$ cat config.mk
export PLATFORM = sky130hd
export DESIGN_NAME = guess_entry_ctrl_flat
export DESIGN_NICKNAME = d
export VERILOG_FILES = /design/src/rtl/guess_entry_ctrl_if.sv /design/src/rtl/guess_entry_ctrl.sv /design/src/flat_wrapper.sv
export SDC_FILE = /design/constraint.sdc
export NUM_CORES = 1
export LEC_CHECK = 0
export BUFFER_PORTS_ARGS = -buffer_cell sky130_fd_sc_hd__buf_2
export CAP_MARGIN = 20
export CORE_MARGIN = 3
export CORE_UTILIZATION = 62
export DETAILED_ROUTE_END_ITERATION = 7
export MAX_ROUTING_LAYER = met4
export PLACE_DENSITY = 0.86
export SKIP_CTS_REPAIR_TIMING = 1
export SLEW_MARGIN = 20
export SYNTH_ARGS = -nofsm -noshare
export SYNTH_HDL_FRONTEND = slang
export SYNTH_SLANG_ARGS = --single-unit
$ cat constraint.sdc
create_clock -name clk -period 6.6 [get_ports clk]
set_clock_uncertainty 0.2 [all_clocks]
set_input_delay 1.32 -clock clk [delete_from_list [all_inputs] [get_ports clk]]
set_output_delay 1.32 -clock clk [all_outputs]
set_load 0.05 [all_outputs]
$ cat src/rtl/guess_entry_ctrl_if.sv
// Guess handshake and entry status between the entry controller and the checker.
// Pure wiring, no latency.
// guess_valid/guess_ack form the only flow control; status lines are plain strobes.
interface guess_entry_ctrl_if;
    logic [15:0] guess;
    logic        guess_valid;
    logic        guess_ack;
    logic [3:0]  key_code;
    logic        key_pulse;
    logic        dup_err;
    logic [3:0]  tries;
    logic        locked;

    modport master (
        output guess, guess_valid, key_code, key_pulse, dup_err, tries, locked,
        input  guess_ack
    );

    modport slave (
        input  guess, guess_valid, key_code, key_pulse, dup_err, tries, locked,
        output guess_ack
    );
endinterface

$ cat src/rtl/guess_entry_ctrl.sv
// Debounces the digit/backspace keypad and assembles a 4-distinct-digit guess.
// Latency: raw press to buffer update is 2 sync + DEBOUNCE_CYCLES cycles.
// Backpressure: guess is held until guess_ack; digits beyond the 4th are dropped.
module guess_entry_ctrl #(
    parameter int         DEBOUNCE_CYCLES = 50000,
    parameter int         MAX_TRIES       = 10,
    parameter logic [3:0] EMPTY_NIBBLE    = 4'hF
) (
    input  logic               clk,
    input  logic               rst,
    input  logic [9:0]         key,
    input  logic               del,
    guess_entry_ctrl_if.master bus
);

    localparam int            CW        = (DEBOUNCE_CYCLES > 1) ? $clog2(DEBOUNCE_CYCLES) : 1;
    localparam logic [CW-1:0] CNT_LAST  = CW'(DEBOUNCE_CYCLES - 1);
    localparam logic [3:0]    TRIES_MAX = 4'(MAX_TRIES);
    localparam logic [15:0]   EMPTY_BUF = {4{EMPTY_NIBBLE}};

    typedef enum logic [1:0] {
        ST_IDLE,
        ST_PRESS,
        ST_HELD,
        ST_RELEASE
    } db_state_t;

    logic [10:0]   sync1, sync2;
    db_state_t     state_q, state_nxt;
    logic [CW-1:0] cnt_q, cnt_nxt;
    logic [10:0]   vec_q, vec_nxt;
    logic          accept;
    logic          one_hot;

    logic [15:0] guess_q, guess_nxt;
    logic [2:0]  count_q, count_nxt;
    logic        valid_q;
    logic [3:0]  code_q, code_nxt;
    logic        pulse_q, pulse_nxt;
    logic        dup_q, dup_nxt;
    logic [3:0]  tries_q, tries_nxt;
    logic        locked_q, locked_nxt;

    logic [3:0]  digit;
    logic        in_buf;
    logic        ack_ok;
    logic [1:0]  slot;
    logic [3:0]  shamt;

    always_ff @(posedge clk or negedge rst) begin
        if (!rst) begin
            sync1 <= '0;
            sync2 <= '0;
        end else begin
            sync1 <= {del, key};
            sync2 <= sync1;
        end
    end

    assign one_hot = (sync2 != '0) && ((sync2 & (sync2 - 11'd1)) == '0);

    always_ff @(posedge clk or negedge rst) begin
        if (!rst) begin
            state_q <= ST_IDLE;
            cnt_q   <= '0;
            vec_q   <= '0;
        end else begin
            state_q <= state_nxt;
            cnt_q   <= cnt_nxt;
            vec_q   <= vec_nxt;
        end
    end

    always_comb begin
        state_nxt = state_q;
        cnt_nxt   = cnt_q;
        vec_nxt   = vec_q;
        accept    = 1'b0;
        case (state_q)
            ST_IDLE: begin
                if (one_hot) begin
                    state_nxt = ST_PRESS;
                    vec_nxt   = sync2;
                    cnt_nxt   = '0;
                end
            end
            ST_PRESS: begin
                if (sync2 != vec_q) begin
                    state_nxt = ST_IDLE;
                end else if (cnt_q == CNT_LAST) begin
                    state_nxt = ST_HELD;
                    accept    = 1'b1;
                end else begin
                    cnt_nxt = cnt_q + CW'(1);
                end
            end
            ST_HELD: begin
                if (sync2 == '0) begin
                    state_nxt = ST_RELEASE;
                    cnt_nxt   = '0;
                end
            end
            ST_RELEASE: begin
                // Any bounce during release restarts the quiet period.
                if (sync2 != '0) begin
                    cnt_nxt = '0;
                end else if (cnt_q == CNT_LAST) begin
                    state_nxt = ST_IDLE;
                end else begin
                    cnt_nxt = cnt_q + CW'(1);
                end
            end
            default: state_nxt = ST_IDLE;
        endcase
    end

    // The latched vector is one-hot, so an OR-encoder is sufficient.
    assign digit = {vec_q[8] | vec_q[9],
                    vec_q[4] | vec_q[5] | vec_q[6] | vec_q[7],
                    vec_q[2] | vec_q[3] | vec_q[6] | vec_q[7],
                    vec_q[1] | vec_q[3] | vec_q[5] | vec_q[7] | vec_q[9]};

    assign in_buf = (guess_q[15:12] == digit) || (guess_q[11:8] == digit) ||
                    (guess_q[7:4]   == digit) || (guess_q[3:0]  == digit);

    assign ack_ok = bus.guess_ack && valid_q;
    assign slot   = vec_q[10] ? 2'(count_q - 3'd1) : count_q[1:0];
    assign shamt  = {slot, 2'b00};

    always_comb begin
        guess_nxt  = guess_q;
        count_nxt  = count_q;
        code_nxt   = code_q;
        pulse_nxt  = 1'b0;
        dup_nxt    = 1'b0;
        tries_nxt  = tries_q;
        locked_nxt = locked_q;
        if (ack_ok) begin
            guess_nxt = EMPTY_BUF;
            count_nxt = 3'd0;
            if (tries_q != TRIES_MAX) begin
                tries_nxt = tries_q + 4'd1;
            end
            locked_nxt = locked_q | (tries_nxt == TRIES_MAX);
        end else if (accept && !locked_q && !bus.guess_ack) begin
            if (vec_q[10]) begin
                if (count_q != 3'd0) begin
                    guess_nxt = (guess_q & ~(16'hF000 >> shamt)) |
                                ({EMPTY_NIBBLE, 12'h000} >> shamt);
                    count_nxt = count_q - 3'd1;
                end
            end else if (in_buf) begin
                dup_nxt   = 1'b1;
                pulse_nxt = 1'b1;
                code_nxt  = digit;
            end else if (count_q < 3'd4) begin
                guess_nxt = (guess_q & ~(16'hF000 >> shamt)) | ({digit, 12'h000} >> shamt);
                count_nxt = count_q + 3'd1;
                pulse_nxt = 1'b1;
                code_nxt  = digit;
            end
        end
    end

    always_ff @(posedge clk or negedge rst) begin
        if (!rst) begin
            guess_q  <= EMPTY_BUF;
            count_q  <= 3'd0;
            valid_q  <= 1'b0;
            code_q   <= 4'd0;
            pulse_q  <= 1'b0;
            dup_q    <= 1'b0;
            tries_q  <= 4'd0;
            locked_q <= 1'b0;
        end else begin
            guess_q  <= guess_nxt;
            count_q  <= count_nxt;
            valid_q  <= (count_nxt == 3'd4);
            code_q   <= code_nxt;
            pulse_q  <= pulse_nxt;
            dup_q    <= dup_nxt;
            tries_q  <= tries_nxt;
            locked_q <= locked_nxt;
        end
    end

    assign bus.guess       = guess_q;
    assign bus.guess_valid = valid_q;
    assign bus.key_code    = code_q;
    assign bus.key_pulse   = pulse_q;
    assign bus.dup_err     = dup_q;
    assign bus.tries       = tries_q;
    assign bus.locked      = locked_q;

endmodule

$ cat src/flat_wrapper.sv
// flat-port wrapper written by rule: the top's interface ports become plain ports
module guess_entry_ctrl_flat 
#(
    parameter int         DEBOUNCE_CYCLES = 50000,
    parameter int         MAX_TRIES       = 10,
    parameter logic [3:0] EMPTY_NIBBLE    = 4'hF
)
  (clk, rst, key, del, bus_guess, bus_guess_valid, bus_key_code, bus_key_pulse, bus_dup_err, bus_tries, bus_locked, bus_guess_ack);
  guess_entry_ctrl_if bus_i ();
  input  logic clk;
  input  logic rst;
  input  logic [9:0] key;
  input  logic del;
  output wire logic [$bits(bus_i.guess)-1:0] bus_guess;
  output wire logic [$bits(bus_i.guess_valid)-1:0] bus_guess_valid;
  output wire logic [$bits(bus_i.key_code)-1:0] bus_key_code;
  output wire logic [$bits(bus_i.key_pulse)-1:0] bus_key_pulse;
  output wire logic [$bits(bus_i.dup_err)-1:0] bus_dup_err;
  output wire logic [$bits(bus_i.tries)-1:0] bus_tries;
  output wire logic [$bits(bus_i.locked)-1:0] bus_locked;
  input wire logic [$bits(bus_i.guess_ack)-1:0] bus_guess_ack;
  assign bus_guess = bus_i.guess;
  assign bus_guess_valid = bus_i.guess_valid;
  assign bus_key_code = bus_i.key_code;
  assign bus_key_pulse = bus_i.key_pulse;
  assign bus_dup_err = bus_i.dup_err;
  assign bus_tries = bus_i.tries;
  assign bus_locked = bus_i.locked;
  assign bus_i.guess_ack = bus_guess_ack;
  guess_entry_ctrl #(.DEBOUNCE_CYCLES(DEBOUNCE_CYCLES), .MAX_TRIES(MAX_TRIES), .EMPTY_NIBBLE(EMPTY_NIBBLE)) u_core (.clk(clk), .rst(rst), .key(key), .del(del), .bus(bus_i));
endmodule
[Word level (Yosys, flattened, before mapping)]
Index checks and enable logic that the tools add are counted.
Cells by class
  $add $sub $neg: 5
  multiply operators: 0
  divide/modulo/power cells: 0
  order comparisons: 1
  eq/ne operators: 20
  shifts and indexed selects: 2
  muxes and demuxes: 42
  bitwise operators: 19
  reduce and logical (&&, ||, !) cells: 22
Operators with widths (number)
  $mux 16: 11
  $pmux 16 s4: 1
  $or 16x16->16: 2
  $logic_not 11->1: 2
  $mux 3: 6
  $add 16x1->16 const B: 1
  $and 16x16->16: 1
  $eq 16x16->1 const B: 1
  $eq 4x4->1: 4
  $mux 4: 4
  $not 16->16: 1
  $shr 16x4->16: 1
  $shr 16x4->16 const A: 1
  $mux 2: 7
  $mux 1: 12
  $or 1x1->1: 12
  $and 11x11->11: 1
  $ne 11x11->1: 1
  $reduce_bool 11->1: 1
  $sub 11x1->11 const B: 1
  $pmux 2 s4: 1
  $reduce_and 4->1: 2
  $ne 2x1->1 const B: 3
  $reduce_bool 3->1: 2
  22 further kinds: 32
Storage, ports and cells
  register bits: 82
  bits in latches: 0
  memory bits (writable): 0
  bits in read-only memories: 0
  logic and storage cells: 124
  memories kept: 0

[Longest topological paths before layout]
Gate-level depths: netlist of the first run.
  depth after elaboration: 13
  mapped depth: 10
  mapped depth without buffers: 9

[Worst setup path after synthesis of the first run]
No wires, ideal clock.
  path type: register to register
  start: register u_core.sync2[3]
  end: register u_core.cnt_q[8]
  setup time: 0.078 ns
  arrival time: 2.756 ns
  path slack: 3.566 ns
  cell stages (with the launch flop): 10
  buffers on the path: 2
  period minus slack after synthesis: 3.034 ns
  cells stage by stage: dfrtp_1 > or4_4 > or4_4 > a2111oi_4 > o41a_1 > buf_6 > nand3_4 > buf_6 > or4_4 > a21oi_2
Between the ends
  longest elaborated chain between the ends: 6
  elaborated cells between the ends (all ways): 13
  those cells by class: add/sub: 1; eq/ne: 4; mux: 2; bitwise: 1; reduce/logical: 5
Ends and longest elaborated chain
  start: declaration: RTL line guess_entry_ctrl.sv:28  | logic [10:0] sync1, sync2;
  start signal: assignment: RTL line guess_entry_ctrl.sv:56  | sync2 <= sync1;
  $sub 11x1->11: RTL line guess_entry_ctrl.sv:60  | assign one_hot = (sync2 != '0) && ((sync2 & (sync2 - 11'd1)) == '0);
  $and 11x11->11: RTL line guess_entry_ctrl.sv:60
  $logic_not 11->1: RTL line guess_entry_ctrl.sv:60
  $logic_and 1x1->1: RTL line guess_entry_ctrl.sv:60
  $ne 2x1->1 (no source line)
  $reduce_and 3->1 (no source line)
  end signal: assignment: RTL line guess_entry_ctrl.sv:69  | cnt_q <= cnt_nxt;
  end: declaration: RTL line guess_entry_ctrl.sv:30  | logic [CW-1:0] cnt_q, cnt_nxt;
Several ways; a longest one is shown, not always the timed one.
A chain may end at the register's enable or synchronous reset.

[Worst setup path after layout of the first run]
  start: register u_core.vec_q[7]
  end: register u_core.guess_q[14] (netlist: u_core.bus.guess[14])
Between the ends
  longest elaborated chain between the ends: 8
  elaborated cells between the ends (all ways): 26
  those cells by class: eq/ne: 6; shift: 1; mux: 7; bitwise: 5; reduce/logical: 7
Ends and longest elaborated chain
  start: declaration: RTL line guess_entry_ctrl.sv:31  | logic [10:0] vec_q, vec_nxt;
  start signal: assignment: RTL line guess_entry_ctrl.sv:70  | vec_q <= vec_nxt;
  $or 1x1->1 (on tied branches): RTL line guess_entry_ctrl.sv:119, guess_entry_ctrl.sv:121
  $shr 16x4->16 or $or 1x1->1 (tied branches): RTL line guess_entry_ctrl.sv:157, guess_entry_ctrl.sv:121
  $or 16x16->16 or $eq 4x4->1 (tied branches): RTL line guess_entry_ctrl.sv:157, guess_entry_ctrl.sv:123
  $mux 16 or $logic_or 1x1->1 (tied branches): RTL line guess_entry_ctrl.sv:156, guess_entry_ctrl.sv:123
  $mux 16 or $logic_or 1x1->1 (tied branches): RTL line guess_entry_ctrl.sv:152, guess_entry_ctrl.sv:123
  $mux 16 or $logic_or 1x1->1 (tied branches): RTL line guess_entry_ctrl.sv:146, guess_entry_ctrl.sv:124
  $mux 16 or $ne 3x2->1 (tied branches)
  $mux 16 or $reduce_and 4->1 (tied branches)
  end signal: assignment: RTL line guess_entry_ctrl.sv:176  | guess_q <= guess_nxt;
  end: declaration: RTL line guess_entry_ctrl.sv:35  | logic [15:0] guess_q, guess_nxt;
Several ways; a longest one is shown, not always the timed one. The select of a mux whose other input is x is not followed.

==> results.py, run 1 <==
metrics = {
    "status": {
        "status": "complete, no violations",
    },
    "routing": {
        "avgViaCountPerCell": 6.44,
        "drt-pass1-iter-count": 5,
        "ant_nets": 0,
        "vias": 3321,
        "drc": 0,
        "routed_wl_um": 8990,
        "detail_route.wl_per_cell_um": 17.4,
        "drtIter0Drc": 254,
    },
    "cts": {
        "cts_buffer_depth": 2,
        "worstSkewPairLatency_ns": 0.36,
        "clk_pin_slew_ns": 0.09,
        "cts-root-buf": "clkbuf_8",
        "cts_tree": "done",
        "htreeDepth": 3,
        "numCtsBuffers": 9,
        "clock-sinks": 82,
    },
    "critical_path": {
        "cp-end-kind": "register",
        "cpPeakStageDelay_ns": 0.96,
        "worstPathArrival_ns": 3.84,
        "cp.buffers_inverters": 0,
        "cp-start-kind": "register",
        "slowest_stage": "nor4_2",
        "worstPathRequired_ns": 6.68,
        "path_cells": "nor4_2 -> xnor2_1 -> a2111oi_1 -> or4_1 -> o21ai_1 -> nand3_1 -> a22o_1",
        "crit_family": "simple AND/OR/NAND/NOR gates",
        "cp_max_fo": 12,
        "worstSetupPathType": "register to register",
    },
    "logic_synthesis": {
        "synthMuxAreaShare": 0.0390,
        "async_flop_share": 1.00,
        "synth_top_family_by_area": "simple AND/OR/NAND/NOR gates",
        "ys_top_cells_by_area": "dfrtp_1, dfstp_2, xnor2_1",
        "synthAdderAreaFrac": 0.0201,
        "post-synth-top-area-cell": "dfrtp_1",
        "synth_compound_area_frac": 0.158,
        "synth-simple-area-share": 0.196,
        "synth_fp_nets": 415,
        "synth.distinct_cells": 66,
        "ys_ff_latch": 82,
        "ys_seq_area_frac": 0.490,
        "synth_xor_xnor_area_share": 0.0745,
        "synth_ff_type": "dfrtp_1",
        "avgSynthCellArea_um2": 10.7,
        "synth-edff-count": 0,
        "netlist.area_leader.share": 0.390,
        "yosys_warnings": 0,
        "synth_area_mm2": 0.00423,
        "syn_inst": 395,
    },
    "worst_hold_path": {
        "hold_class": "register to register",
    },
    "final_layout": {
        "postLayoutCoreUtil": 0.720,
        "final_common_cell": "dfrtp_1",
        "regArea_mm2": 0.00207,
        "fin_cells": 516,
        "num-fill-cells": 470,
        "diodes": 0,
        "syn2layout_area_growth_pct": 10.5,
        "drive_gt1_frac": 0.248,
        "nets": 454,
        "final_cell_area_mm2": 0.00467,
        "mostFrequentLayoutCells": "dfrtp_1, buf_2, xnor2_1",
        "multi_input_area_mm2": 0.00207,
    },
    "global_routing": {
        "met3_usage": 0.0475,
        "grt_pass1_wl_um": 15100,
        "grt.busiest_layer": "met2",
        "grt_use_met1": 0.319,
        "grt_pass1_vias": 3204,
        "gr-total-overflow": 0,
        "grtUsageTotal": 0.254,
        "grt_use_met2": 0.403,
        "grt_max_degree": 83,
        "antenna_found_initial": 0,
    },
    "timing": {
        "setup_tns_ns": 0,
        "fmax_ghz": 0.266,
        "maxSlewViolCount": 0,
        "final.period_utilization": 0.569,
        "timing.hold.ws_ns": 0.153,
        "setup_viol": 0,
        "max_slew_margin": 0.265,
        "hold_viol_final": 0,
        "worst_pin_slew_ns": 1.09,
        "setup_slack_ns": 2.84,
        "rsz0062_at_grt": "no",
        "period_needed_ns": 3.76,
    },
    "floorplanning": {
        "row_count": 29,
        "fp.dieH_um": 88.6,
        "die_w_um": 88.6,
        "coreArea_mm2": 0.00649,
        "ioPinCount": 42,
        "die_area_mm2": 0.00785,
        "start_util": 0.652,
    },
    "placed_design": {
        "post-place-ws_ns": 2.88,
        "gp_congestion": 1.02,
        "io_buffers": 41,
        "placedCellCount": 500,
        "post_dp_cell_area_mm2": 0.00447,
        "dpl.hpwl_um": 6430,
    },
    "power_and_ir_drop": {
        "power_leakage_nw": 1.96,
        "vdd_drop_max_mv": 0.173,
        "total_power_mw": 1.08,
        "power_per_cell_area_mw_per_mm2": 231,
    },
    "flow_run": {
        "cap_violations": 0,
    },
}
## power breakdown
part           internal (mW)  switching [mW]  total [mW]
Combinational         0.0654          0.0951       0.161
Sequential             0.523          0.0286       0.552
Clock                  0.178           0.191       0.369
Total                  0.767           0.314        1.08
## registers in the layout (all words and copies together) (netlist names), named ones only
register / count
u_core.bus.guess: 16
u_core.cnt_q: 16
u_core.sync1: 11
u_core.sync2: 11
u_core.vec_q: 11
u_core.bus.key_code: 4
u_core.bus.tries: 4
u_core.count_q: 3
u_core.bus.dup_err: 1
u_core.bus.guess_valid: 1
u_core.bus.key_pulse: 1
u_core.bus.locked: 1
u_core.state_q: 1
## final timing paths
path / start / slack (ns) / cells past startpoint / endpoint
setup / recovery: u_core.vec_q[7] / 2.84 / 7 / u_core.bus.guess[14]
hold / removal: u_core.sync1[7] / 0.15 / 0 / u_core.sync2[7]
setup reg to reg: u_core.vec_q[7] / 2.84 / 7 / u_core.bus.guess[14]
hold reg to reg: u_core.sync1[7] / 0.15 / 0 / u_core.sync2[7]
max in group asynchronous: rst / 4.68 / 1 / u_core.cnt_q[5]
min in group asynchronous: rst / 0.91 / 1 / u_core.bus.tries[0]
## final cells by class
| class | instances | area share |
|---|---|---|
| Sequential cell | 82 | 0.443 |
| Multi-Input combinational cell | 293 | 0.443 |
| Timing Repair Buffer | 42 | 0.0460 |
| Clock buffer | 9 | 0.0265 |
| Tap cell | 77 | 0.0206 |
| Clock inverter | 7 | 0.0161 |
| Inverter | 6 | 0.00482 |
## Yosys cell counts (2+ instances only)
master,count
a2111oi_1,4
a211oi_1,2
a21o_1,2
a21oi_1,15
a22o_1,9
a22oi_1,3
a2bb2oi_1,6
a31o_2,2
a31oi_1,4
and2_1,3
and3_1,3
buf_2,3
buf_6,2
clkbuf_1,8
dfrtp_1,66
dfstp_2,16
ha_1,6
inv_1,6
mux2_2,12
mux2i_1,3
nand2_1,27
nand2b_1,2
nand3_1,17
nand3b_1,2
nand4_1,11
nor2_1,23
nor3_1,9
nor4_1,5
nor4_2,3
o21a_1,2
o21ai_0,17
o21ai_1,6
o21bai_1,2
o22ai_1,2
o31ai_1,5
or2_2,2
or2b_2,3
or3_1,12
or4_1,7
or4_4,3
xnor2_1,29
xor2_1,7
## per-layer routing
| layer | vias to the layer above | wire, µm |
|---|---|---|
| met5 | - | 0 |
| met2 | 122 | 4410 |
| met1 | 1614 | 3900 |
| met4 | 0 | 195 |
| li1 | 1561 | - |
| met3 | 24 | 486 |
## kinds of logic (layout without fill, tap and decap cells)
family / Yosys count / count (layout)
AO/OA/AOI/OAI: 93 / 93
XOR/XNOR: 36 / 36
adder cells (fa/ha/maj): 7 / 7
buffers and inverters: 20 / 64
flip-flops: 82 / 82
multiplexers: 15 / 15
AND/OR/NAND/NOR: 142 / 142
Power figures use the tool's default switching activity.
==> run 2, diff against run 1 <==
Settings changed: ABC_AREA set to 1, CORE_UTILIZATION 62 to 54, PLACE_DENSITY 0.86 to 0.79.
Clock period 6.6 ns to 3.3 ns, I/O delays scaled along.
==> run 2 against run 1 <==
Net effect:
- core utilization is 10 points lower
- final cell count is 40% higher
- fmax is 51% higher
- synthesized cell count is 45% higher
- routed wire length is 14% higher
- worst hold slack worse by 0.026 ns
- via count is 20% higher
- critical path type unchanged
- critical endpoint is now u_core.bus.guess[1]
- largest cell class is now multi-input gates
==> results.py, run 2 <==
metrics = {
    "logic_synthesis": {
        "post-synth-top-area-cell": "dfrtp_1",
        "ys_top_cells_by_area": "dfrtp_1, nand2_1, dfstp_2",
        "synth.most_common_cell": "nand2_1",
        "ys_seq_area_frac": 0.444,
        "ys_ff_latch": 82,
        "synth-edff-count": 0,
        "synth_common_cells": "nand2_1, dfrtp_1, inv_1",
        "syn_inst": 574,
        "synth.distinct_cells": 42,
        "synth_ff_type": "dfrtp_1",
        "yosys_warnings": 0,
        "netlist.area_leader.share": 0.354,
        "async_flop_share": 1.00,
        "synth_area_mm2": 0.00467,
        "avgSynthCellArea_um2": 8.13,
        "synth_fp_nets": 594,
    },
    "floorplanning": {
        "start_util": 0.563,
        "coreArea_mm2": 0.00830,
        "ioPinCount": 42,
        "die_area_mm2": 0.00980,
        "die_w_um": 99.0,
        "row_count": 33,
        "fp.dieH_um": 99.0,
    },
    "critical_path": {
        "cp-start-kind": "register",
        "crit_family": "simple AND/OR/NAND/NOR gates",
        "r2r_slack_ns": 0.82,
        "cp-end-kind": "register",
        "path_cells": "ha_1 -> nand2_2 -> nor2_4 -> inv_2 -> nor2_2 -> nand2_2 -> nor2_4 -> nand4_4 -> nor2_2 -> nand2_1 -> nand2_4 -> o21ai_0 -> o21ai_1",
        "worstPathArrival_ns": 2.57,
        "cp.buffers_inverters": 1,
        "cpPeakStageDelay_ns": 0.43,
        "worstPathRequired_ns": 3.38,
        "worstSetupPathType": "register to register",
        "startpoint": "u_core.cnt_q[1]",
        "cp_max_fo": 32,
        "slowest_stage": "dfrtp_1",
        "timing.rr.start": "u_core.cnt_q[1]",
    },
    "cts": {
        "worstSkewPairLatency_ns": 0.35,
        "cts_buffer_depth": 2,
        "clock-sinks": 82,
        "cts-root-buf": "clkbuf_8",
        "cts_tree": "done",
        "htreeDepth": 3,
        "clk_pin_slew_ns": 0.10,
        "numCtsBuffers": 9,
    },
    "final_layout": {
        "nets": 632,
        "final_cell_area_mm2": 0.00514,
        "diodes": 0,
        "postLayoutCoreUtil": 0.620,
        "drive_gt1_frac": 0.199,
        "mostFrequentLayoutCells": "nand2_1, dfrtp_1, inv_1",
        "syn2layout_area_growth_pct": 10.1,
        "final_common_cell": "nand2_1",
    },
    "power_and_ir_drop": {
        "p_int_mw": 1.50,
        "vdd_drop_max_mv": 0.361,
        "p_sw_mw": 0.677,
        "p_clk_frac": 0.360,
        "seqPwrFrac": 0.492,
        "power_leakage_nw": 2.46,
        "swShare": 0.310,
        "power_per_cell_area_mw_per_mm2": 424,
        "combPwrFrac": 0.148,
    },
    "routing": {
        "drc": 0,
        "ant_nets": 0,
        "drtIter0Drc": 198,
        "detail_route.wl_per_cell_um": 14.2,
        "avgViaCountPerCell": 5.53,
        "routed_wl_um": 10300,
        "vias": 3992,
        "drt-pass1-iter-count": 5,
    },
    "timing": {
        "max_slew_margin": 0.532,
        "hold_viol_final": 0,
        "maxSlewViolCount": 0,
        "rsz0062_at_grt": "no",
        "worst_pin_slew_ns": 0.702,
        "fmax_ghz": 0.402,
        "setup_viol": 0,
        "timing.hold.ws_ns": 0.127,
        "final.period_utilization": 0.753,
        "setup_slack_ns": 0.815,
        "setup_tns_ns": 0,
        "period_needed_ns": 2.48,
    },
    "placed_design": {
        "dpl.hpwl_um": 7390,
        "post-place-ws_ns": 0.842,
        "post_dp_cell_area_mm2": 0.00492,
        "io_buffers": 41,
        "gp_congestion": 0.999,
    },
    "global_routing": {
        "grt_pass1_wl_um": 17700,
        "grt_pass1_vias": 3803,
        "antenna_found_initial": 0,
        "met3_usage": 0.0439,
        "grt.busiest_layer": "met2",
        "grt_max_degree": 83,
        "grt_use_met2": 0.366,
        "grt_use_met1": 0.287,
        "grtUsageTotal": 0.229,
        "gr-total-overflow": 0,
    },
    "status": {
        "status": "complete, no violations",
    },
    "worst_hold_path": {
        "hold_class": "primary input to async pin",
    },
    "flow_run": {
        "cap_violations": 0,
    },
}
==> run 2: cell types whose count changed after synthesis, sizes merged, moves of 7 or more <==
cell,delta
or4,-11
a211oi,+9
nor4,-7
o21ai,+33
inv,+50
xor2,+16
nand3,+30
a22o,-9
or3,-12
mux2,-12
nor2,+35
nand2,+127
xnor2,-19
==> run 2: cell type report <==
class	instances	area, µm²
repair buffers	44	234
clock inverters	7	90.1
flip-flops and latches	82	2070
multi-input cells	418	2280
clock buffers	9	124
well taps	105	131
fillers	720	3160
inverters	57	214
==> run 2: cells by family (layout without fill, tap and decap cells) <==
logic type / after synthesis / count (layout) / synth area share
AO/OA/AOI/OAI: 94 / 94 / 0.128
XOR/XNOR: 33 / 33 / 0.0619
adder cells (fa/ha/maj): 6 / 6 / 0.0161
buffers and inverters: 74 / 117 / 0.0686
flip-flops: 82 / 82 / 0.444
AND/OR/NAND/NOR: 285 / 285 / 0.282
==> run 2: per-layer routing <==
metal / wire length, µm / vias to the layer above
met5: 0 / -
met4: 256 / 0
met3: 626 / 19
met2: 4960 / 138
met1: 4410 / 1858
li1: - / 1977
==> run 2: worst reg2reg max path, delay by kind of cell (launching register included) <==
family	cells	cell delay, ns
compound gates	2	0.27
simple gates	9	1.24
buf+inv	1	0.06
fa+ha+maj	1	0.21
flops	1	0.43
==> run 2: path summary, 6_finish.rpt <==
path,to,depth (start not counted)
setup / recovery,u_core.bus.guess[1],13
hold / removal,u_core.bus.tries[3],1
setup reg to reg,u_core.bus.guess[1],13
hold reg to reg,u_core.sync2[6],0
max in group asynchronous,u_core.cnt_q[1],1
min in group clk,u_core.sync2[6],0
==> run 2: metrics by stage <==
| step | power [mW] | std cells |
|---|---|---|
| after floorplan | 1.32 | 574 |
| after global placement | 1.40 | 706 |
| after detailed placement | 1.41 | 706 |
| after CTS | 2.20 | 722 |
| after global routing | 2.29 | 722 |
| final | 2.18 | 722 |
==> run 2: power groups by stage <==
stage | Combinational [mW] | Sequential [mW] | Clock [mW]
detailed placement | 0.319 | 1.09 | 0
global placement | 0.311 | 1.09 | 0
CTS | 0.321 | 1.07 | 0.807
global route | 0.362 | 1.08 | 0.855
finish | 0.323 | 1.07 | 0.785
floorplan | 0.237 | 1.08 | 0
